===== config.mk =====
export PLATFORM = sky130hd
export DESIGN_NAME = calculator
export DESIGN_NICKNAME = d
export VERILOG_FILES = /design/src/rtl/calculator.sv
export SDC_FILE = /design/constraint.sdc
export NUM_CORES = 2
export LEC_CHECK = 0
export CELL_PAD_IN_SITES_DETAIL_PLACEMENT = 1
export CELL_PAD_IN_SITES_GLOBAL_PLACEMENT = 2
export CORE_UTILIZATION = 36
export DETAILED_ROUTE_END_ITERATION = 8
export GPL_TIMING_DRIVEN = 0
export PLACE_DENSITY = 0.81
export SLEW_MARGIN = 20
export SYNTH_ARGS = -nofsm -noshare
export SYNTH_HDL_FRONTEND = slang
export SYNTH_SLANG_ARGS = --single-unit

===== constraint.sdc =====
create_clock -name clk -period 132.5 [get_ports clk]
set_input_delay 26.5 -clock clk [delete_from_list [all_inputs] [get_ports clk]]
set_output_delay 26.5 -clock clk [all_outputs]
set_load 0.05 [all_outputs]

===== src/rtl/calculator.sv =====
// calculator: integer four-function calculator at board top level.
// Keys feed a left-to-right accumulator; the result or current entry is shown
// on an HD44780 character LCD (line 1, right-aligned decimal), a 7-segment
// digit and status LEDs.
// Build option: define DEBOUNCE_EN to require DEB_CYCLES stable cycles per
// button before its edge is recognised.
//
// LCD sequencer states:
//   state   | meaning
//   L_PREP  | choose next byte (init command, refresh start, or line character)
//   L_CONV  | binary-to-BCD conversion of the displayed value before a refresh
//   L_SETUP | rs/data driven, lcd_e low (setup time)
//   L_PULSE | lcd_e high
//   L_HOLD  | lcd_e low, rs/data held
//   L_WAIT  | idle gap after the write
module calculator #(
    parameter int LCD_E_CYCLES    = 50,
    parameter int LCD_WAIT_CYCLES = 2000,
    parameter int DEB_CYCLES      = 16
) (
    input  logic       clk,
    input  logic       rst,
    input  logic       swp0,
    input  logic       swp1,
    input  logic       swp2,
    input  logic       swp3,
    input  logic       swp4,
    input  logic       swp5,
    input  logic       swp6,
    input  logic       swp7,
    input  logic       swp8,
    input  logic       swp9,
    input  logic       lrd,
    input  logic       swd1,
    input  logic       swd2,
    input  logic       swd3,
    input  logic       swd4,
    input  logic       swd5,
    input  logic       swd6,
    input  logic       swd7,
    input  logic       swd8,
    output logic [7:0] seg,
    output logic [7:0] led,
    output logic       lcd_e,
    output logic       lcd_rs,
    output logic       lcd_rw,
    output logic [7:0] lcd_data
);

    localparam int NK = 19;
    localparam int TW = 24;

    // Key index doubles as priority: lower index wins on simultaneous edges.
    localparam logic [4:0] K_AC   = 5'd0;
    localparam logic [4:0] K_CE   = 5'd1;
    localparam logic [4:0] K_EQ   = 5'd2;
    localparam logic [4:0] K_ADD  = 5'd3;
    localparam logic [4:0] K_SUB  = 5'd4;
    localparam logic [4:0] K_MUL  = 5'd5;
    localparam logic [4:0] K_DIV  = 5'd6;
    localparam logic [4:0] K_SIGN = 5'd7;
    localparam logic [4:0] K_BS   = 5'd8;
    localparam logic [4:0] K_D0   = 5'd9;

    typedef enum logic [2:0] {OP_NONE, OP_ADD, OP_SUB, OP_MUL, OP_DIV} op_t;
    typedef enum logic [2:0] {L_PREP, L_CONV, L_SETUP, L_PULSE, L_HOLD, L_WAIT} lcd_state_t;

    logic [NK-1:0] key_raw, sync1, sync2, key_stable, key_prev, key_rise;
    logic          key_hit;
    logic [4:0]    key_idx;
    op_t           key_op;

    logic signed [31:0] acc, operand, apply_res, disp_val;
    logic [31:0]        entry;
    logic [3:0]         ndig, digit;
    logic               sign, entry_active, err, fresh, div_zero;
    op_t                op;
    logic [6:0]         seg_code, seg_digit;

    assign key_raw = {swp9, swp8, swp7, swp6, swp5, swp4, swp3, swp2, swp1, swp0,
                      swd6, swd1, swd5, swd4, swd3, swd2, swd8, lrd, swd7};

    // Two-flop synchroniser for all buttons.
    always_ff @(posedge clk or negedge rst) begin
        if (!rst) begin
            sync1 <= '0;
            sync2 <= '0;
        end else begin
            sync1 <= key_raw;
            sync2 <= sync1;
        end
    end

`ifdef DEBOUNCE_EN
    localparam int DW = $clog2(DEB_CYCLES + 1);
    logic [DW-1:0] deb_cnt [NK];

    // Accept a new button level only after it has differed for DEB_CYCLES cycles.
    always_ff @(posedge clk or negedge rst) begin
        if (!rst) begin
            key_stable <= '0;
            for (int i = 0; i < NK; i++) deb_cnt[i] <= DW'(DEB_CYCLES - 1);
        end else begin
            for (int i = 0; i < NK; i++) begin
                if (sync2[i] == key_stable[i]) begin
                    deb_cnt[i] <= DW'(DEB_CYCLES - 1);
                end else if (deb_cnt[i] == '0) begin
                    key_stable[i] <= sync2[i];
                    deb_cnt[i]    <= DW'(DEB_CYCLES - 1);
                end else begin
                    deb_cnt[i] <= deb_cnt[i] - 1'b1;
                end
            end
        end
    end
`else
    assign key_stable = sync2;
`endif

    // Previous level for rising-edge detection: one action per press.
    always_ff @(posedge clk or negedge rst) begin
        if (!rst) key_prev <= '0;
        else      key_prev <= key_stable;
    end

    assign key_rise = key_stable & ~key_prev;

    // Pick the lowest-index rising key.
    always_comb begin
        key_hit = 1'b0;
        key_idx = '0;
        for (int i = NK - 1; i >= 0; i--) begin
            if (key_rise[i]) begin
                key_hit = 1'b1;
                key_idx = 5'(i);
            end
        end
    end

    // Map operator keys to the op they leave pending; equals leaves none.
    always_comb begin
        key_op = OP_NONE;
        case (key_idx)
            K_ADD:   key_op = OP_ADD;
            K_SUB:   key_op = OP_SUB;
            K_MUL:   key_op = OP_MUL;
            K_DIV:   key_op = OP_DIV;
            default: key_op = OP_NONE;
        endcase
    end

    assign digit   = 4'(key_idx - K_D0);
    assign operand = sign ? (32'sd0 - $signed(entry)) : $signed(entry);

    // Digit to segment pattern (a..g in bits 0..6).
    always_comb begin
        seg_digit = 7'h3F;
        case (digit)
            4'd0:    seg_digit = 7'h3F;
            4'd1:    seg_digit = 7'h06;
            4'd2:    seg_digit = 7'h5B;
            4'd3:    seg_digit = 7'h4F;
            4'd4:    seg_digit = 7'h66;
            4'd5:    seg_digit = 7'h6D;
            4'd6:    seg_digit = 7'h7D;
            4'd7:    seg_digit = 7'h07;
            4'd8:    seg_digit = 7'h7F;
            4'd9:    seg_digit = 7'h6F;
            default: seg_digit = 7'h3F;
        endcase
    end

    // Result of applying the pending op to acc and the current operand.
    // MIN / -1 is handled as negation so it wraps instead of trapping.
    always_comb begin
        div_zero  = 1'b0;
        apply_res = acc;
        case (op)
            OP_NONE: apply_res = operand;
            OP_ADD:  apply_res = acc + operand;
            OP_SUB:  apply_res = acc - operand;
            OP_MUL:  apply_res = acc * operand;
            OP_DIV: begin
                if (operand == 32'sd0)               div_zero  = 1'b1;
                else if (operand == -32'sd1)         apply_res = 32'sd0 - acc;
                else                                 apply_res = acc / operand;
            end
            default: apply_res = acc;
        endcase
    end

    // Calculator state: one key action per cycle; only all-clear works in error.
    always_ff @(posedge clk or negedge rst) begin
        if (!rst) begin
            acc          <= '0;
            entry        <= '0;
            ndig         <= '0;
            sign         <= 1'b0;
            entry_active <= 1'b0;
            op           <= OP_NONE;
            err          <= 1'b0;
            fresh        <= 1'b0;
            seg_code     <= 7'h3F;
        end else if (key_hit && (!err || key_idx == K_AC)) begin
            case (key_idx)
                K_AC: begin
                    acc          <= '0;
                    entry        <= '0;
                    ndig         <= '0;
                    sign         <= 1'b0;
                    entry_active <= 1'b0;
                    op           <= OP_NONE;
                    err          <= 1'b0;
                    fresh        <= 1'b0;
                    seg_code     <= 7'h3F;
                end
                K_CE: begin
                    entry        <= '0;
                    ndig         <= '0;
                    sign         <= 1'b0;
                    entry_active <= 1'b0;
                end
                K_EQ, K_ADD, K_SUB, K_MUL, K_DIV: begin
                    if (entry_active) begin
                        if (div_zero) err <= 1'b1;
                        else          acc <= apply_res;
                        entry        <= '0;
                        ndig         <= '0;
                        sign         <= 1'b0;
                        entry_active <= 1'b0;
                    end
                    op    <= (entry_active && div_zero) ? OP_NONE : key_op;
                    fresh <= (key_idx == K_EQ);
                end
                K_SIGN: sign <= ~sign;
                K_BS: begin
                    entry <= entry / 32'd10;
                    if (ndig != 4'd0) ndig <= ndig - 4'd1;
                end
                default: begin
                    seg_code <= seg_digit;
                    if (fresh) begin
                        acc   <= '0;
                        op    <= OP_NONE;
                        fresh <= 1'b0;
                    end
                    if (ndig < 4'd9) begin
                        entry        <= entry * 32'd10 + {28'd0, digit};
                        ndig         <= ndig + 4'd1;
                        entry_active <= 1'b1;
                    end
                end
            endcase
        end
    end

    assign disp_val = entry_active ? operand : acc;
    assign seg      = {sign, seg_code};
    assign led      = {disp_val[31] & ~err, err, entry_active, 1'b0,
                       op == OP_DIV, op == OP_MUL, op == OP_SUB, op == OP_ADD};
    assign lcd_rw   = 1'b0;

    // ---------------- LCD side ----------------
    lcd_state_t     lcd_state, lcd_next;
    logic [TW-1:0]  tmr;
    logic           tmr_tc, init_phase, conv_start, conv_done, load_byte;
    logic [4:0]     step;
    logic [31:0]    conv_bin;
    logic [39:0]    conv_bcd, bcd_adj;
    logic [5:0]     conv_cnt;
    logic           show_neg, show_err;
    logic [3:0]     ndisp, char_pos, k, digit_at;
    logic [7:0]     ch, wr_byte;
    logic           wr_rs;

    assign tmr_tc     = (tmr == '0);
    assign conv_start = (lcd_state == L_PREP) && !init_phase && (step == 5'd0);
    assign conv_done  = (conv_cnt == 6'd0);
    assign load_byte  = (lcd_next == L_SETUP) && (lcd_state != L_SETUP);

    // Sequencer state register.
    always_ff @(posedge clk or negedge rst) begin
        if (!rst) lcd_state <= L_PREP;
        else      lcd_state <= lcd_next;
    end

    // Sequencer next state.
    always_comb begin
        lcd_next = lcd_state;
        case (lcd_state)
            L_PREP:  lcd_next = (init_phase || step != 5'd0) ? L_SETUP : L_CONV;
            L_CONV:  if (conv_done) lcd_next = L_SETUP;
            L_SETUP: if (tmr_tc) lcd_next = L_PULSE;
            L_PULSE: if (tmr_tc) lcd_next = L_HOLD;
            L_HOLD:  if (tmr_tc) lcd_next = L_WAIT;
            L_WAIT:  if (tmr_tc) lcd_next = L_PREP;
            default: lcd_next = L_PREP;
        endcase
    end

    // Down-counter reloaded on every state change; terminal count ends the phase.
    always_ff @(posedge clk or negedge rst) begin
        if (!rst) begin
            tmr <= '0;
        end else if (lcd_next != lcd_state) begin
            case (lcd_next)
                L_SETUP, L_PULSE, L_HOLD: tmr <= TW'(LCD_E_CYCLES - 1);
                L_WAIT:                   tmr <= TW'(LCD_WAIT_CYCLES - 1);
                default:                  tmr <= '0;
            endcase
        end else if (!tmr_tc) begin
            tmr <= tmr - 1'b1;
        end
    end

    // Step through 4 init commands once, then 0x80 + 16 characters forever.
    always_ff @(posedge clk or negedge rst) begin
        if (!rst) begin
            step       <= '0;
            init_phase <= 1'b1;
        end else if (lcd_state == L_WAIT && tmr_tc) begin
            if (init_phase) begin
                if (step == 5'd3) begin
                    init_phase <= 1'b0;
                    step       <= '0;
                end else begin
                    step <= step + 5'd1;
                end
            end else if (step == 5'd16) begin
                step <= '0;
            end else begin
                step <= step + 5'd1;
            end
        end
    end

    // Double-dabble add-3 correction on every BCD nibble.
    always_comb begin
        bcd_adj = conv_bcd;
        for (int i = 0; i < 10; i++) begin
            if (conv_bcd[4*i +: 4] >= 4'd5) bcd_adj[4*i +: 4] = conv_bcd[4*i +: 4] + 4'd3;
        end
    end

    // Snapshot the displayed value at the start of each refresh and convert it.
    always_ff @(posedge clk or negedge rst) begin
        if (!rst) begin
            conv_bin <= '0;
            conv_bcd <= '0;
            conv_cnt <= '0;
            show_neg <= 1'b0;
            show_err <= 1'b0;
        end else if (conv_start) begin
            conv_bin <= disp_val[31] ? 32'(32'sd0 - disp_val) : disp_val;
            conv_bcd <= '0;
            conv_cnt <= 6'd32;
            show_neg <= disp_val[31];
            show_err <= err;
        end else if (!conv_done) begin
            conv_bcd <= (bcd_adj << 1) | {39'd0, conv_bin[31]};
            conv_bin <= conv_bin << 1;
            conv_cnt <= conv_cnt - 6'd1;
        end
    end

    // Character for the current line position, counted from the right edge.
    always_comb begin
        ndisp = 4'd1;
        for (int i = 1; i < 10; i++) begin
            if (conv_bcd[4*i +: 4] != 4'd0) ndisp = 4'(i + 1);
        end
        char_pos = 4'(step - 5'd1);
        k        = 4'd15 - char_pos;
        digit_at = 4'd0;
        for (int i = 0; i < 10; i++) begin
            if (k == 4'(i)) digit_at = conv_bcd[4*i +: 4];
        end
        ch = 8'h20;
        if (show_err) begin
            case (k)
                4'd0:    ch = 8'h72;
                4'd1:    ch = 8'h72;
                4'd2:    ch = 8'h45;
                default: ch = 8'h20;
            endcase
        end else if (k < ndisp) begin
            ch = 8'h30 + {4'd0, digit_at};
        end else if (k == ndisp && show_neg) begin
            ch = 8'h2D;
        end
    end

    // Byte and register-select for the write about to start.
    always_comb begin
        wr_rs   = 1'b0;
        wr_byte = 8'h80;
        if (lcd_state == L_PREP && init_phase) begin
            case (step[1:0])
                2'd0:    wr_byte = 8'h38;
                2'd1:    wr_byte = 8'h0C;
                2'd2:    wr_byte = 8'h06;
                default: wr_byte = 8'h01;
            endcase
        end else if (lcd_state == L_PREP) begin
            wr_rs   = 1'b1;
            wr_byte = ch;
        end
    end

    // LCD pins: registered so the bus never glitches around the strobe.
    always_ff @(posedge clk or negedge rst) begin
        if (!rst) begin
            lcd_e    <= 1'b0;
            lcd_rs   <= 1'b0;
            lcd_data <= 8'h00;
        end else begin
            lcd_e <= (lcd_next == L_PULSE);
            if (load_byte) begin
                lcd_rs   <= wr_rs;
                lcd_data <= wr_byte;
            end
        end
    end

endmodule


# After elaboration in Yosys (flattened, before gate mapping)
# Memory sizes are Yosys's and may differ from the RTL's.
# Cells that the tools add are included.
op_classes:
  reduce_logical: 54
  mul: 2
  n_eq_ne: 46
  n_mux: 129
  add_sub_neg: 25
  div: 2
  bitwise_logic: 10
  n_lt_le_gt_ge: 12
op_table:
  columns: ["op", "count"]
  rows:
  - ["32-bit 2-to-1 mux", 12]
  - ["32-bit case mux with 5 select lines", 1]
  - ["32-bit case mux with 4 select lines", 1]
  - ["5-bit 2-to-1 mux", 22]
  - ["4-bit 2-to-1 mux", 26]
  - ["32-bit case mux with 3 select lines", 1]
  - ["1-bit by 32-bit subtractor with 32-bit output, first input constant", 3]
  - ["40-bit 2-to-1 mux", 2]
  - ["24-bit 2-to-1 mux", 2]
  - ["4-bit nonzero test", 11]
  - ["4-bit by 3-bit greater-or-equal comparator with 1-bit output, second input constant", 10]
  - ["40-bit by 1-bit OR with 40-bit output", 1]
  - ["4-bit by 2-bit adder with 4-bit output, second input constant", 9]
  - ["3-bit 2-to-1 mux", 12]
  - ["32-bit adder", 1]
  - ["32-bit by 4-bit adder with 32-bit output", 1]
  - ["32-bit by 32-bit divider with 32-bit output", 1]
  - ["32-bit by 4-bit divider with 32-bit output, second input constant", 1]
  - ["32-bit by 1-bit == test with 1-bit output, second input constant", 1]
  - ["32-bit zero test", 1]
  - ["32-bit by 3-bit multiplier with 31-bit output, second input constant", 1]
  - ["32-bit by 32-bit multiplier with 32-bit output", 1]
  - ["32-bit subtractor", 1]
  - ["1-bit 2-to-1 mux", 29]
  - ["71 further kinds", 129]
totals:
  in_bits: 21
  mem_count: 1
  out_inout_bits: 27
  romBits: 112
  regBits: 262
mem_list:
  columns: ["name", "words", "word_bits", "read_ports", "rd_clocked_by_memory_dff", "write_ports", "line", "source"]
  rows:
  - ["(name not given)", 16, 7, 1, 0, 0, "158", "case (digit)"]

# Longest topological paths before layout
depth:
  word_depth: 25
  mapped_depth: 677
  mapped_depth_nobuf: 643

# Worst setup path before layout
# No wires, ideal clock.
synth_path:
  path_type: "flip-flop to flip-flop"
  startpoint: "reg entry[0]"
  endpoint: "reg acc[30]"
  t_arrival_ns: 122.914
  t_required_ns: 132.405
  slack_ns: 9.490
  stages_incl_launch_ff: 669
  cell_sequence: "dfrtp_1 -> clkbuf_1 -> inv_1 -> ha_1 -> or4b_2 -> clkbuf_1 -> nor3_1 -> o21ai_0 -> a2111oi_2 -> nand3_1 -> nor2_1 -> a31oi_1 -> xnor2_1 -> and3_1 -> nand3_1 -> nor2_1 -> nand4_1 -> nor2_1 -> [633 not listed] -> nand2b_1 -> a21oi_1 -> nor2b_1 -> o21ai_0 -> nand2b_1 -> a21oi_1 -> o31ai_1 -> a221oi_1 -> ha_1 -> and2_1 -> nand2_1 -> nor4_1 -> and2_1 -> nand2_1 -> nand2_1 -> mux2_2 -> a21oi_1 -> o31ai_1"
synth_between:
  elab_chain_len: 9
  elab_cells_between_ends: 19
synth_lines:
  columns: ["item", "line", "source"]
  rows:
  - ["start: declaration", "74", "logic [31:0] entry;"]
  - ["start signal: assignment", "237", "entry <= entry / 32'd10;"]
  - ["start signal: assignment", "248", "entry <= entry * 32'd10 + {28'd0, digit};"]
  - ["1-bit by 32-bit subtractor with 32-bit output", "153", "assign operand = sign ? (32'sd0 - $signed(entry)) : $signed(entry);"]
  - ["32-bit 2-to-1 mux (*)", "153", null]
  - ["32-bit by 32-bit divider with 32-bit output or 32-bit by 1-bit == test with 1-bit output (tied branches)", "186, 185", null]
  - ["32-bit 2-to-1 mux", "185", "else if (operand == -32'sd1) apply_res = 32'sd0 - acc;"]
  - ["32-bit 2-to-1 mux", "184", "if (operand == 32'sd0) div_zero = 1'b1;"]
  - ["32-bit case mux with 5 select lines", "178", "case (op)"]
  - ["32-bit 2-to-1 mux", "225", "if (div_zero) err <= 1'b1;"]
  - ["32-bit 2-to-1 mux", "224", "if (entry_active) begin"]
  - ["32-bit case mux with 3 select lines", "205", "case (key_idx)"]
  - ["end signal: assignment", "226", "else acc <= apply_res;"]
  - ["end: declaration", "73", "logic signed [31:0] acc, operand, apply_res, disp_val;"]
# Mark *: on every way between the ends. The rest lies on a longest branch, timed or not. The select of a mux whose other input is x is not followed.
# A chain may end at the register's enable or synchronous reset.

# Worst setup path in the final report
layout_path:
  startpoint: "reg entry[0]"
  endpoint: "reg acc[16]"
# Same word-level chain as after synthesis.

==> metrics.cfg <==
[outcome]
outcome = finished clean

[logic_synthesis]
synth-edff-count = 0
syn_avg_cell_area_um2 = 7.63
synth-warning-count = 0
synth_ff_type = dfrtp_1
synth_cell_types = 127
ys_seq_area_share_pct = 9.98
synthCells = 8621
synthArstFlopShare_pct = 100
netlist_area_um2 = 65800
ys_ff_latch = 262

[routing]
drt_pass1_iterations = 6
wl_per_cell_um = 24.8
drt.antenna.violating_nets = 0
post-route-drc-count = 0
post_drt_via_cell_ratio = 5.91
drt_iter0_drc = 4632
vias = 66775
routed_wl_um = 280000

[layout]
fill_cells = 22042
layout_common_cells = nand2_1 (1,000), ha_1 (811), inv_1 (775)
nets = 10148
utilization_pct = 41.3
design_area_um2 = 74900
syn2layout_area_growth_pct = 13.8
final_common_cell = nand2_1
drive_gt1_share_pct = 11.9

[sta]
setup_violations = 0
fin_skew_ps = 47.0
fmax_mhz = 7.93
max-slew-margin-rel_pct = 15.9
maxSlewViolCount = 0
hold_viol_final = 0
min_period_ps = 126150
post-route-period-util_pct = 95.2
tightest_slew_ps = 1260

[worst_setup_path]
critical_path.max_fanout = 19
crit_type = flop to flop
worstSetupStartpointType = flop
required_ps = 132980
critPathSlowestCell = clkbuf_1
critPathCaptureType = flop
critical_path_arrival_ps = 126630
max_stage_delay_ps = 560
path_buf_inv = 44
cp_common_cell = o21a_1
path_delay_family = compound AO/OA/AOI/OAI gates

[global_route]
grt_pass1_wl_um = 425000
globalRouteMet2Util_pct = 48.9
grtUsageTotal_pct = 29.6
grt_pass1_vias = 68910
busiest_layer = met2
use_met1_pct = 39.4
grt_max_degree = 85
antenna_found_initial = 5
use_met3_pct = 3.51
overflow = 0

[clocking]
cts_made_buffers = 34
cts_tree = yes
clock_latency_ps = 610
clockBufferDepth = 3
path_clk_slew_ps = 80
cts_sinks = 262
clock_tree.root_cell = clkbuf_16
cts-htree-levels = 2

[hold_path]
hp-class = flop to flop

[place]
portBuffers = 45
dpl-instance-area_um2 = 70700
dp_hpwl_um = 228000
place.gp.congestion = 1.00

[run]
max_cap_violations = 0

[floorplan]
dieArea_um2 = 184000
io_pins = 48
core_um2 = 181000
initial_utilization_pct = 36.3
die_w_um = 429
num_rows = 156
dieHeight_um = 429

==> through the flow <==
stage / hold slack (ps) / setup slack [ps] / setup TNS [ps] / instances
floorplan: 331 / 9490 / 0 / 8622
global placement: 331 / -18800 / -576290 / 11037
detailed placement: 336 / -17700 / -540930 / 11114
CTS: 350 / 9.52 / 0 / 11204
global route: 353 / -577 / -8780 / 11292
finish: 348 / 6350 / 0 / 11293
==> routing by layer <==
| layer | wire length, um | vias up | part of all wire [%] |
|---|---|---|---|
| met5 | 0 | - | 0 |
| met1 | 123000 | 33717 | 44 |
| met4 | 13000 | 0 | 4.6 |
| li1 | - | 30679 | - |
| met3 | 15500 | 516 | 5.5 |
| met2 | 129000 | 1863 | 46 |
==> synth_stat cells (all sizes together), types with 117 or more instances <==
master	instances	area (um2)
clkbuf	353	1330
a21oi	412	2070
o21ai	385	1930
and2	144	903
dfrtp	255	6380
o21a	372	2790
nor2	707	2680
nand2	1005	3770
nor3	474	2400
ha	816	10200
xor2	134	1170
inv	785	2950
fa	412	8250
mux2	263	2960
xnor2	377	3340
nand3	117	591
==> layout make-up <==
type / instances / area (um2) / share of cell area [%]
buffer: 418 / 1950 / 2.60
clock buffer: 47 / 981 / 1.31
tap: 2370 / 2970 / 3.96
sequential: 262 / 6570 / 8.77
clock inverter: 12 / 161 / 0.215
timing repair buffer: 263 / 2640 / 3.53
multi-input combinational: 7128 / 56600 / 75.6
antenna: 1 / 2.50 / 0.00334
inverter: 792 / 3000 / 4.00
==> what timing repair did <==
action / 4_1_cts / 5_1_grt
cloned: 0 / 0
setup endpoints to repair: 32 / 32
pin swaps: 34 / 73
buffers inserted: 41 / 99
hold buffers: 0 / 0
resized for setup: 294 / 308
==> worst paths after layout <==
check                                from              to  slack (ps)  cells after the start
worst min-delay path            sync1[10]  key_stable[10]         350                      0
max in group asynchronous             rst     seg_code[5]      105100                      4
worst min register to register  sync1[10]  key_stable[10]         350                      0
min in group asynchronous             rst    conv_bcd[36]       25800                      1
worst max register to register   entry[0]         acc[16]        6350                    670
worst max-delay path             entry[0]         acc[16]        6350                    670
==> logic make-up (layout without fill, tap and decap cells) <==
logic type | count (synthesis) | count (layout) | share of synthesized area (%)
AO/OA/AOI/OAI | 1988 | 1988 | 20.3
XOR/XNOR | 511 | 511 | 6.87
adder cells (fa/ha/maj) | 1231 | 1231 | 28.1
buffers and inverters | 1232 | 1532 | 7.18
flip-flops | 262 | 262 | 9.98
multiplexers | 320 | 320 | 5.39
other | 1 | 3 | 0.00570
AND/OR/NAND/NOR | 3076 | 3076 | 22.2
==> flip-flops by register name (all words and copies together), names as in the netlist, 4 cells and up <==
name	cells
conv_bcd	40
seg_code	7
tmr	24
lcd_data	8
key_stable	19
conv_cnt	6
sync1	19
conv_bin	32
key_prev	19
ndig	4
entry	32
acc	32
step	5
Power is not shown: default switching activity piles up to over one toggle a cycle in this logic, so the estimate is an artifact.
